### config.mk
export PLATFORM = sky130hd
export DESIGN_NAME = arb_field_rx_flat
export DESIGN_NICKNAME = d
export VERILOG_FILES = /design/src/rtl/can_pkg.sv /design/src/rtl/arb_field_rx_if.sv /design/src/rtl/bit_destuffer.sv /design/src/rtl/arb_field_rx.sv /design/src/flat_wrapper.sv
export SDC_FILE = /design/constraint.sdc
export NUM_CORES = 1
export LEC_CHECK = 0
export CORE_UTILIZATION = 52
export CTS_CLUSTER_SIZE = 12
export DETAILED_ROUTE_END_ITERATION = 12
export PLACE_DENSITY = 0.78
export SLEW_MARGIN = 0
export SYNTH_ARGS = -nofsm -noshare
export SYNTH_HDL_FRONTEND = slang
export SYNTH_SLANG_ARGS = --single-unit
### constraint.sdc
create_clock -name clock -period 1.65 [get_ports clock]
set_input_delay 0.495 -clock clock [delete_from_list [all_inputs] [get_ports clock]]
set_output_delay 0.495 -clock clock [all_outputs]
set_load 0.01 [all_outputs]
### src/rtl/can_pkg.sv
// can_pkg: shared CAN 2.0A widths, stuffing limit and arbitration-receiver state type
package can_pkg;
  localparam int ID_W        = 11;
  localparam int STUFF_LIMIT = 5;
  typedef enum logic [2:0] {IDLE, RECV_ID, RECV_RTR, COMPLETE, ERROR} arb_rx_state_t;
endpackage

### src/rtl/arb_field_rx_if.sv
// arb_field_rx_if: bit-timing inputs and decoded arbitration-field outputs
//   master: bit-timing side, drives enable/sample_point/rx_bit/sof_detected
//   slave : arb_field_rx, drives id_out/rtr_rx/remote_frame/arb_complete/stuff_error/busy
interface arb_field_rx_if;
  import can_pkg::*;
  logic            enable;
  logic            sample_point;
  logic            rx_bit;
  logic            sof_detected;
  logic [ID_W-1:0] id_out;
  logic            rtr_rx;
  logic            remote_frame;
  logic            arb_complete;
  logic            stuff_error;
  logic            busy;
  modport master (
    output enable, sample_point, rx_bit, sof_detected,
    input  id_out, rtr_rx, remote_frame, arb_complete, stuff_error, busy
  );
  modport slave (
    input  enable, sample_point, rx_bit, sof_detected,
    output id_out, rtr_rx, remote_frame, arb_complete, stuff_error, busy
  );
endinterface

### src/rtl/bit_destuffer.sv
// bit_destuffer: CAN bit de-stuffing, classifies each sampled bit as data, stuff or stuff violation
//   in : clock, reset_n, clr (drop run count), sof (restart run with SOF), bit_evt, rx_bit
//   out: data_valid/data_bit (combinational, this sample), stuff_err (combinational, this sample)
module bit_destuffer
  import can_pkg::*;
(
  input  logic clock,
  input  logic reset_n,
  input  logic clr,
  input  logic sof,
  input  logic bit_evt,
  input  logic rx_bit,
  output logic data_valid,
  output logic data_bit,
  output logic stuff_err
);
  logic [2:0] run_len_q, run_len_d;
  logic       last_bit_q, last_bit_d;
  logic       stuff_slot;
  always_comb begin
    stuff_slot = run_len_q == 3'(STUFF_LIMIT);
    data_valid = bit_evt && !stuff_slot;
    data_bit   = rx_bit;
    stuff_err  = bit_evt && stuff_slot && rx_bit == last_bit_q;
    // SOF is a dominant bit and already counts as the first of a run
    run_len_d  = clr ? 3'd0 : sof ? 3'd1 : !bit_evt ? run_len_q :
                 (stuff_slot || rx_bit != last_bit_q) ? 3'd1 : run_len_q + 3'd1;
    last_bit_d = clr ? last_bit_q : sof ? 1'b0 : bit_evt ? rx_bit : last_bit_q;
  end
  always_ff @(posedge clock or negedge reset_n)
    if (!reset_n) begin
      run_len_q  <= '0;
      last_bit_q <= 1'b0;
    end else begin
      run_len_q  <= run_len_d;
      last_bit_q <= last_bit_d;
    end
endmodule

### src/rtl/arb_field_rx.sv
// arb_field_rx: CAN arbitration-field receiver (11-bit ID + RTR) with de-stuffing
//   clock, reset_n (async, active-low)
//   bus (slave): enable, sample_point, rx_bit, sof_detected in;
//                id_out, rtr_rx, remote_frame, arb_complete, stuff_error, busy out (all registered)
module arb_field_rx
  import can_pkg::*;
(
  input logic         clock,
  input logic         reset_n,
  arb_field_rx_if.slave bus
);
  arb_rx_state_t   state_q, state_d;
  logic [3:0]      bit_cnt_q, bit_cnt_d;
  logic [ID_W-1:0] id_out_q, id_out_d;
  logic            rtr_rx_q, rtr_rx_d;
  logic            remote_frame_q, remote_frame_d;
  logic            arb_complete_q, arb_complete_d;
  logic            stuff_error_q, stuff_error_d;
  logic            busy_q, busy_d;
  logic            sof, receiving, bit_evt, data_valid, data_bit, stuff_err, shift_id, take_rtr;
  assign sof       = bus.enable && bus.sof_detected;
  assign receiving = state_q inside {RECV_ID, RECV_RTR};
  // SOF wins over the bit sample it coincides with, so that sample never reaches the destuffer
  assign bit_evt   = bus.enable && bus.sample_point && receiving && !sof;
  bit_destuffer u_destuff (
    .clock      (clock),
    .reset_n    (reset_n),
    .clr        (!bus.enable),
    .sof        (sof),
    .bit_evt    (bit_evt),
    .rx_bit     (bus.rx_bit),
    .data_valid (data_valid),
    .data_bit   (data_bit),
    .stuff_err  (stuff_err)
  );
  always_ff @(posedge clock or negedge reset_n)
    if (!reset_n) begin
      state_q        <= IDLE;
      bit_cnt_q      <= '0;
      id_out_q       <= '0;
      rtr_rx_q       <= 1'b0;
      remote_frame_q <= 1'b0;
      arb_complete_q <= 1'b0;
      stuff_error_q  <= 1'b0;
      busy_q         <= 1'b0;
    end else begin
      state_q        <= state_d;
      bit_cnt_q      <= bit_cnt_d;
      id_out_q       <= id_out_d;
      rtr_rx_q       <= rtr_rx_d;
      remote_frame_q <= remote_frame_d;
      arb_complete_q <= arb_complete_d;
      stuff_error_q  <= stuff_error_d;
      busy_q         <= busy_d;
    end
  always_comb begin
    state_d = state_q;
    if (!bus.enable) state_d = IDLE;
    else if (sof) state_d = RECV_ID;
    else
      case (state_q)
        RECV_ID:         state_d = stuff_err ? ERROR : (data_valid && bit_cnt_q == 4'd10) ? RECV_RTR : RECV_ID;
        RECV_RTR:        state_d = stuff_err ? ERROR : data_valid ? COMPLETE : RECV_RTR;
        COMPLETE, ERROR: state_d = IDLE;
        default:         state_d = state_q;
      endcase
  end
  // Pulses and busy are registered from the next state so they line up with the state itself;
  // remote_frame is loaded together with rtr_rx so it is valid while arb_complete is high.
  always_comb begin
    shift_id       = data_valid && state_q == RECV_ID;
    take_rtr       = data_valid && state_q == RECV_RTR;
    bit_cnt_d      = (!bus.enable || sof) ? 4'd0 : shift_id ? bit_cnt_q + 4'd1 : bit_cnt_q;
    id_out_d       = sof ? '0 : shift_id ? {id_out_q[ID_W-2:0], data_bit} : id_out_q;
    rtr_rx_d       = sof ? 1'b0 : take_rtr ? data_bit : rtr_rx_q;
    remote_frame_d = sof ? 1'b0 : take_rtr ? data_bit : remote_frame_q;
    arb_complete_d = state_d == COMPLETE;
    stuff_error_d  = state_d == ERROR;
    busy_d         = state_d inside {RECV_ID, RECV_RTR};
  end
  assign bus.id_out       = id_out_q;
  assign bus.rtr_rx       = rtr_rx_q;
  assign bus.remote_frame = remote_frame_q;
  assign bus.arb_complete = arb_complete_q;
  assign bus.stuff_error  = stuff_error_q;
  assign bus.busy         = busy_q;
endmodule

### src/flat_wrapper.sv
// flat-port wrapper written by rule: the top's interface ports become plain ports
module arb_field_rx_flat import can_pkg::*;
  (clock, reset_n, bus_enable, bus_sample_point, bus_rx_bit, bus_sof_detected, bus_id_out, bus_rtr_rx, bus_remote_frame, bus_arb_complete, bus_stuff_error, bus_busy);
  arb_field_rx_if bus_i ();
  input logic clock;
  input logic reset_n;
  input wire logic [$bits(bus_i.enable)-1:0] bus_enable;
  input wire logic [$bits(bus_i.sample_point)-1:0] bus_sample_point;
  input wire logic [$bits(bus_i.rx_bit)-1:0] bus_rx_bit;
  input wire logic [$bits(bus_i.sof_detected)-1:0] bus_sof_detected;
  output wire logic [$bits(bus_i.id_out)-1:0] bus_id_out;
  output wire logic [$bits(bus_i.rtr_rx)-1:0] bus_rtr_rx;
  output wire logic [$bits(bus_i.remote_frame)-1:0] bus_remote_frame;
  output wire logic [$bits(bus_i.arb_complete)-1:0] bus_arb_complete;
  output wire logic [$bits(bus_i.stuff_error)-1:0] bus_stuff_error;
  output wire logic [$bits(bus_i.busy)-1:0] bus_busy;
  assign bus_i.enable = bus_enable;
  assign bus_i.sample_point = bus_sample_point;
  assign bus_i.rx_bit = bus_rx_bit;
  assign bus_i.sof_detected = bus_sof_detected;
  assign bus_id_out = bus_i.id_out;
  assign bus_rtr_rx = bus_i.rtr_rx;
  assign bus_remote_frame = bus_i.remote_frame;
  assign bus_arb_complete = bus_i.arb_complete;
  assign bus_stuff_error = bus_i.stuff_error;
  assign bus_busy = bus_i.busy;
  arb_field_rx u_core (.clock(clock), .reset_n(reset_n), .bus(bus_i));
endmodule
==> flow_summary.toml, run 1 <==
[outcome]
status = "completed"

[drt]
ant_nets = 0
routed_wl_um = 2730
drc = 0
drt_pass1_iterations = 4
wl_per_cell_um = 13.4
first_iter_violations = 21
viasPerCell = 5.25
vias = 1072

[synthesis]
synthesis.nets = 142
synth_top_area_cell = "dfrtp_1"
synthArstFlopShare_pct = 100
synthesis.area_um2 = 1310
synth.most_common_cell = "dfrtp_1"
ys_ff_latch = 26
synth_top_area_share_pct = 49.7
synthTopCellsByArea = "dfrtp_1 50%, nand2_1 5.4%, nor2_1 4.6%"
synth_edf_count = 0
ys.flop_type = "dfrtp_1"
yosysUniqueCellTypes = 38
yosys-top-cells-count = "26 x dfrtp_1, 19 x nand2_1, 16 x nor2_1"
synthCells = 132
ys_seq_area_share_pct = 49.7
yosys_warnings = 0
syn-mean-instance-area_um2 = 9.91

[timing]
slew_violations = 0
max_freq_mhz = 633
period_needed_ns = 1.58
post-route-period-util_pct = 95.8
slew_headroom_pct = 77.7
tns_ns = 0
hold_viol_final = 0
skew_ns = 0.00568
setup_violations = 0
worstMarginPinSlew_ns = 0.335

[setup_path]
start_kind = "input pin"
arrival_ns = 1.78
end_kind = "flop"
path_max_fanout = 9
worstPathRequired_ns = 1.85
critical_path_class = "input pin to flop"

[cts]
insertion_delay_ns = 0.31
clkTransAtPathRegs_ns = 0.13
numCtsBuffers = 3
cts_root_buf = "clkbuf_4"
htree_num_levels = 1
cts_tree = "built"
cts_buffer_depth = 2
postCtsHoldBufs = 0
cts.sinks = 26

[cells_and_area]
layout.cells.non_filler = 204
syn_to_final_growth_pct = 33.7
regArea_um2 = 651
final_nets = 188
multi_input_area_um2 = 648
fillers = 160
drive_gt1_share_pct = 24.4
antennaDiodeCount = 0

[power_and_ir_drop]
leakage_nw = 0.861
power.density_nw_per_um2 = 634
p_total_mw = 1.11
ir_worst_vdd_mv = 0.572

[placement]
portBuffers = 21
gp_congestion = 0.880
dp_cells = 194
hpwl_um = 1940

[floorplan]
die_w_um = 52.2
start_util_pct = 57.0
dieArea_um2 = 2720
dieHeight_um = 52.2
num_rows = 17
ios = 22
core_area_um2 = 2300

[global_route]
grt_first_pass_wirelength_um = 4510
track_usage_pct = 22.7
overflow = 0
grt_max_degree = 27
antenna_found_initial = 0
grt_pass1_vias = 1072

[min_path]
hold_path.class = "input pin to asynchronous set/reset pin"

[flow_run]
drv_cap = 0
## what timing repair did
item	in CTS	in global routing
buffers inserted	5	2
pin swaps	2	2
resized for setup	24	5
endpoints found under the setup margin	29	11
## metal layers
metal | GRT usage, % | part of all wire [%] | up-vias
li1 | - | - | 539
met1 | 28.8 | 44 | 505
met2 | 38.5 | 51 | 22
met3 | 2.90 | 3.1 | 6
met4 | 10.1 | 1.9 | 0
met5 | 0 | 0 | -
## placed cells by master, fill, tap and decap left out, drive strengths merged
cell type	netlist	routed
nor2b	1	1
ha	4	4
and2	3	3
a211oi	1	1
a21o	2	2
mux2	1	1
clkbuf	1	3
nand3b	1	1
or3	1	1
nand4	2	2
nor2	17	17
a22o	1	1
mux2i	5	5
nand2b	1	1
dfrtp	26	26
nand4b	1	1
inv	7	7
nor3	1	1
nand2	20	20
o22ai	1	1
nand3	3	3
xor2	3	3
buf	3	24
a21oi	5	5
clkdlybuf4s50	0	3
o211ai	2	2
dlygate4sd2	0	18
o21ai	10	10
and2b	2	2
xnor2	2	2
o22a	1	1
o21a	2	2
o2111ai	1	1
and3	1	1
## flip-flops by register name, indices dropped and copies added, names as in the netlist
name	cells
u_core.bus.rtr_rx	1
u_core.bus.arb_complete	1
u_core.u_destuff.last_bit_q	1
u_core.bus.id_out	11
u_core.bus.stuff_error	1
u_core.bit_cnt_q	4
u_core.state_q	3
u_core.bus.busy	1
u_core.u_destuff.run_len_q	3
## metrics by stage
step	worst slack (ns)	utilization [%]	hold slack, ns	area [um^2]
2_1_floorplan	0.166	-	0.199	1310
3_3_place_gp	-0.356	71.5	0.486	1640
3_5_place_dp	-0.436	71.5	0.500	1640
4_1_cts	0.0110	74.5	0.535	1710
5_1_grt	-0.0101	76.2	0.557	1750
6_report	0.0690	76.2	0.529	1750
## worst max-delay path: stages
cell	delay, ns
clkdlybuf4s50_1	0.52
buf_4	0.20
a21oi_1	0.08
a21oi_1	0.15
o211ai_1	0.13
nand4b_1	0.12
o21ai_0	0.09
## report_power, final
part           switching, mW  internal (mW)  total [mW]  leakage [nW]
combinational         0.0914         0.0920       0.183         0.491
sequential            0.0145          0.652       0.666         0.357
clock                  0.174         0.0853       0.260        0.0138
total                  0.280          0.829        1.11         0.861
## cells by family after synthesis
group,share of synthesized area [%]
and+or+nand+nor,20.4
xor gates and xnor gates,3.35
DFF,49.7
buffers and inverters,5.07
muxes,4.68
AOI/OAI and AO/OA,13.0
adders and majority gates,3.82
## final timing paths
kind                                 startpoint                             to  depth (start not counted)  slack (ns)
min                                     reset_n            u_core.bit_cnt_q[1]                          2        0.53
max in group asynchronous               reset_n           u_core.bus.id_out[3]                          2        0.87
max                                  bus_enable                u_core.bus.busy                          7        0.07
max reg2reg                   u_core.state_q[1]  u_core.u_destuff.run_len_q[2]                          5        0.07
min reg2reg                u_core.bus.id_out[9]          u_core.bus.id_out[10]                          2        0.53
min in group clock         u_core.bus.id_out[9]          u_core.bus.id_out[10]                          2        0.53
## layout make-up
cell class                 instances  share of cell area [%]
sequential                        26                    37.2
multi-input combinational         95                    37.0
timing repair buffer              45                    21.0
tap                               28                    2.00
inverter                           7                    1.50
clock buffer                       3                    1.29
Power figures use the tool's default switching activity.
==> run 2: changes to the inputs <==
--- a/config.mk
+++ b/config.mk
@@ -5,6 +5,7 @@
 export SDC_FILE = /design/constraint.sdc
 export NUM_CORES = 1
 export LEC_CHECK = 0
+export CORE_ASPECT_RATIO = 0.5
 export CORE_UTILIZATION = 52
 export CTS_CLUSTER_SIZE = 12
 export DETAILED_ROUTE_END_ITERATION = 12
@@ -12,4 +13,5 @@
 export SLEW_MARGIN = 0
 export SYNTH_ARGS = -nofsm -noshare
 export SYNTH_HDL_FRONTEND = slang
+export SYNTH_HIERARCHICAL = 1
 export SYNTH_SLANG_ARGS = --single-unit
==> flow_summary.toml, run 2 <==
[cts]
cts_tree = "built"
insertion_delay_ns = 0.29
htree_num_levels = 1
cts.sinks = 26
cts_root_buf = "clkbuf_8"
numCtsBuffers = 3
cts_buffer_depth = 2
clkTransAtPathRegs_ns = 0.10

[synthesis]
yosys_warnings = 6
synth_top_area_cell = "dfrtp_1"
synth_edf_count = 0
ys_ff_latch = 26
syn-mean-instance-area_um2 = 9.78
yosys-top-cells-count = "29 x nand2_1, 26 x dfrtp_1, 14 x a21oi_1"
synth_top_area_share_pct = 48.2
synth.most_common_cell = "nand2_1"
ys.flop_type = "dfrtp_1"
synthCells = 138
synthTopCellsByArea = "dfrtp_1 48%, nand2_1 8.1%, a21oi_1 5.2%"
synthesis.area_um2 = 1350
synthArstFlopShare_pct = 100
yosysUniqueCellTypes = 43
ys_seq_area_share_pct = 48.2
synthesis.nets = 148

[timing]
period_needed_ns = 2.24
worstMarginPinSlew_ns = 0.340
slew_violations = 0
skew_ns = 0.0120
max_freq_mhz = 446
setup_violations = 26
hold_ws_ns = 0.547
hold_viol_final = 0
post-route-period-util_pct = 136
rsz0062_at_grt = "yes"
setup_slack_ns = -0.594
slew_headroom_pct = 77.3

[floorplan]
core_area_um2 = 2330
dieArea_um2 = 2820
num_rows = 12
ios = 22
dieHeight_um = 38.0
die_w_um = 74.1
start_util_pct = 58.0

[cells_and_area]
largest_reg_flops = 11
final_nets = 201
stdcell_area_um2 = 2140
drive_gt1_share_pct = 46.3
fillers = 81
layout.cells.most_common = "buf_4"
most-common-layout-cells = "27 x buf_4, 24 x dfrtp_1, 19 x nand2_1, 17 x dlygate4sd2_1, 13 x a21oi_2"
syn_to_final_growth_pct = 58.5
antennaDiodeCount = 0
layout.cells.non_filler = 225

[placement]
portBuffers = 21
dp_cells = 214
place_ws_ns = -0.948
placed_area_um2 = 1840
gp_congestion = 0.835
hpwl_um = 2150

[setup_path]
start_kind = "flop"
worstPathRequired_ns = 1.87
reg2reg_depth = 9
critical_path_class = "flop to flop"
cpMaxStageDelayCell = "dfrtp_2"
max_stage_delay_ns = 0.45
path_max_fanout = 3
arrival_ns = 2.46
r2r_slack_ns = -0.59
end_kind = "flop"
crit_chain = "xnor2_4 -> nor4b_4 -> a21boi_2 -> buf_4 -> nor4bb_4 -> a211o_1 -> buf_6 -> and3_4 -> and3_1"

[drt]
drc = 0
viasPerCell = 6.04
ant_nets = 0
first_iter_violations = 98
drt_pass1_iterations = 4
vias = 1358
routed_wl_um = 4560
wl_per_cell_um = 20.2

[global_route]
antenna_found_initial = 0
grt_pass1_vias = 1184
overflow = 0
grt_first_pass_wirelength_um = 5620
track_usage_pct = 28.5
grt_max_degree = 27

[min_path]
min_path_cells = 2
hold_path.class = "flop to flop"

[flow_run]
drv_cap = 0

[power_and_ir_drop]
ir_worst_vdd_mv = 0.709
leakage_nw = 1.09
power.density_nw_per_um2 = 635
p_total_mw = 1.36

[outcome]
status = "finished, violations left"
violations = "setup timing"
## run 2: changes by cell type after synthesis, moves of 3 or more
cell and change:
nand2_1 +10, nand3_1 -3, o21ai_0 -9, mux2i_1 -4
a21oi_1 +9, nor2_1 -10, clkbuf_1 +4, inv_1 -3
## run 2: per-stage QoR
step           TNS (ns)  util [%]
5_1_grt          -11.52      91.9
3_3_place_gp     -18.48      78.9
4_1_cts           -8.24      85.8
6_report         -10.04      91.9
2_1_floorplan     -6.38         -
3_5_place_dp     -19.17      78.9
## run 2: worst paths after layout
check                                 startpoint                 endpoint
setup / recovery               u_core/state_q[0]  u_core/bus.arb_complete
hold / removal             u_core/bus.id_out[10]    u_core/bus.id_out[10]
setup reg to reg               u_core/state_q[0]  u_core/bus.arb_complete
hold reg to reg            u_core/bus.id_out[10]    u_core/bus.id_out[10]
max in group asynchronous                reset_n        u_core/state_q[1]
min in group asynchronous                reset_n     u_core/bus.id_out[7]
## run 2: cell type report
type                    instances  area (um^2)  share of cell area, %
clock inverters                 1         30.0                   1.40
clock buffers                   3         41.3                   1.93
flip-flops and latches         26          653                   30.5
repair buffers                 57          498                   23.3
inverters                       4         15.0                  0.702
well taps                      35         43.8                   2.05
multi-input cells              99          858                   40.1
## run 2: routing by layer
metal | wire length (um) | share of wire (%) | GRT usage (%)
met5 | 0 | 0 | 0
met4 | 183 | 4.0 | 11.1
met3 | 405 | 8.9 | 7.63
met2 | 2210 | 48 | 49.8
met1 | 1760 | 39 | 34.3
## run 2: what timing repair did
item	in CTS	in global routing
setup endpoints to repair	41	27
hold buffers	0	0
gates cloned	0	0
pin swaps	18	25
resized for setup	42	33
buffers inserted	5	5
## run 2: cells by family after synthesis
family          share of synthesized area, %
simple gates                            23.6
flops                                   48.2
buf+inv                                 5.10
compound gates                          14.7
fa+ha+maj                               3.71
mux                                    0.741
xor+xnor                                3.89
## run 2: critical path, delay by kind of cell, from the launching register on
kind / cells / cell delay (ns)
buffers and inverters: 2 / 0.26
DFF: 1 / 0.45
xor gates and xnor gates: 1 / 0.16
and+or+nand+nor: 4 / 0.87
AOI/OAI and AO/OA: 2 / 0.45
## run 2: where the power goes
part           leakage, nW  switching, mW  total [mW]  internal [mW]
Clock               0.0357          0.221       0.547          0.326
Sequential           0.358        0.00654       0.650          0.643
Combinational        0.693         0.0866       0.163         0.0765
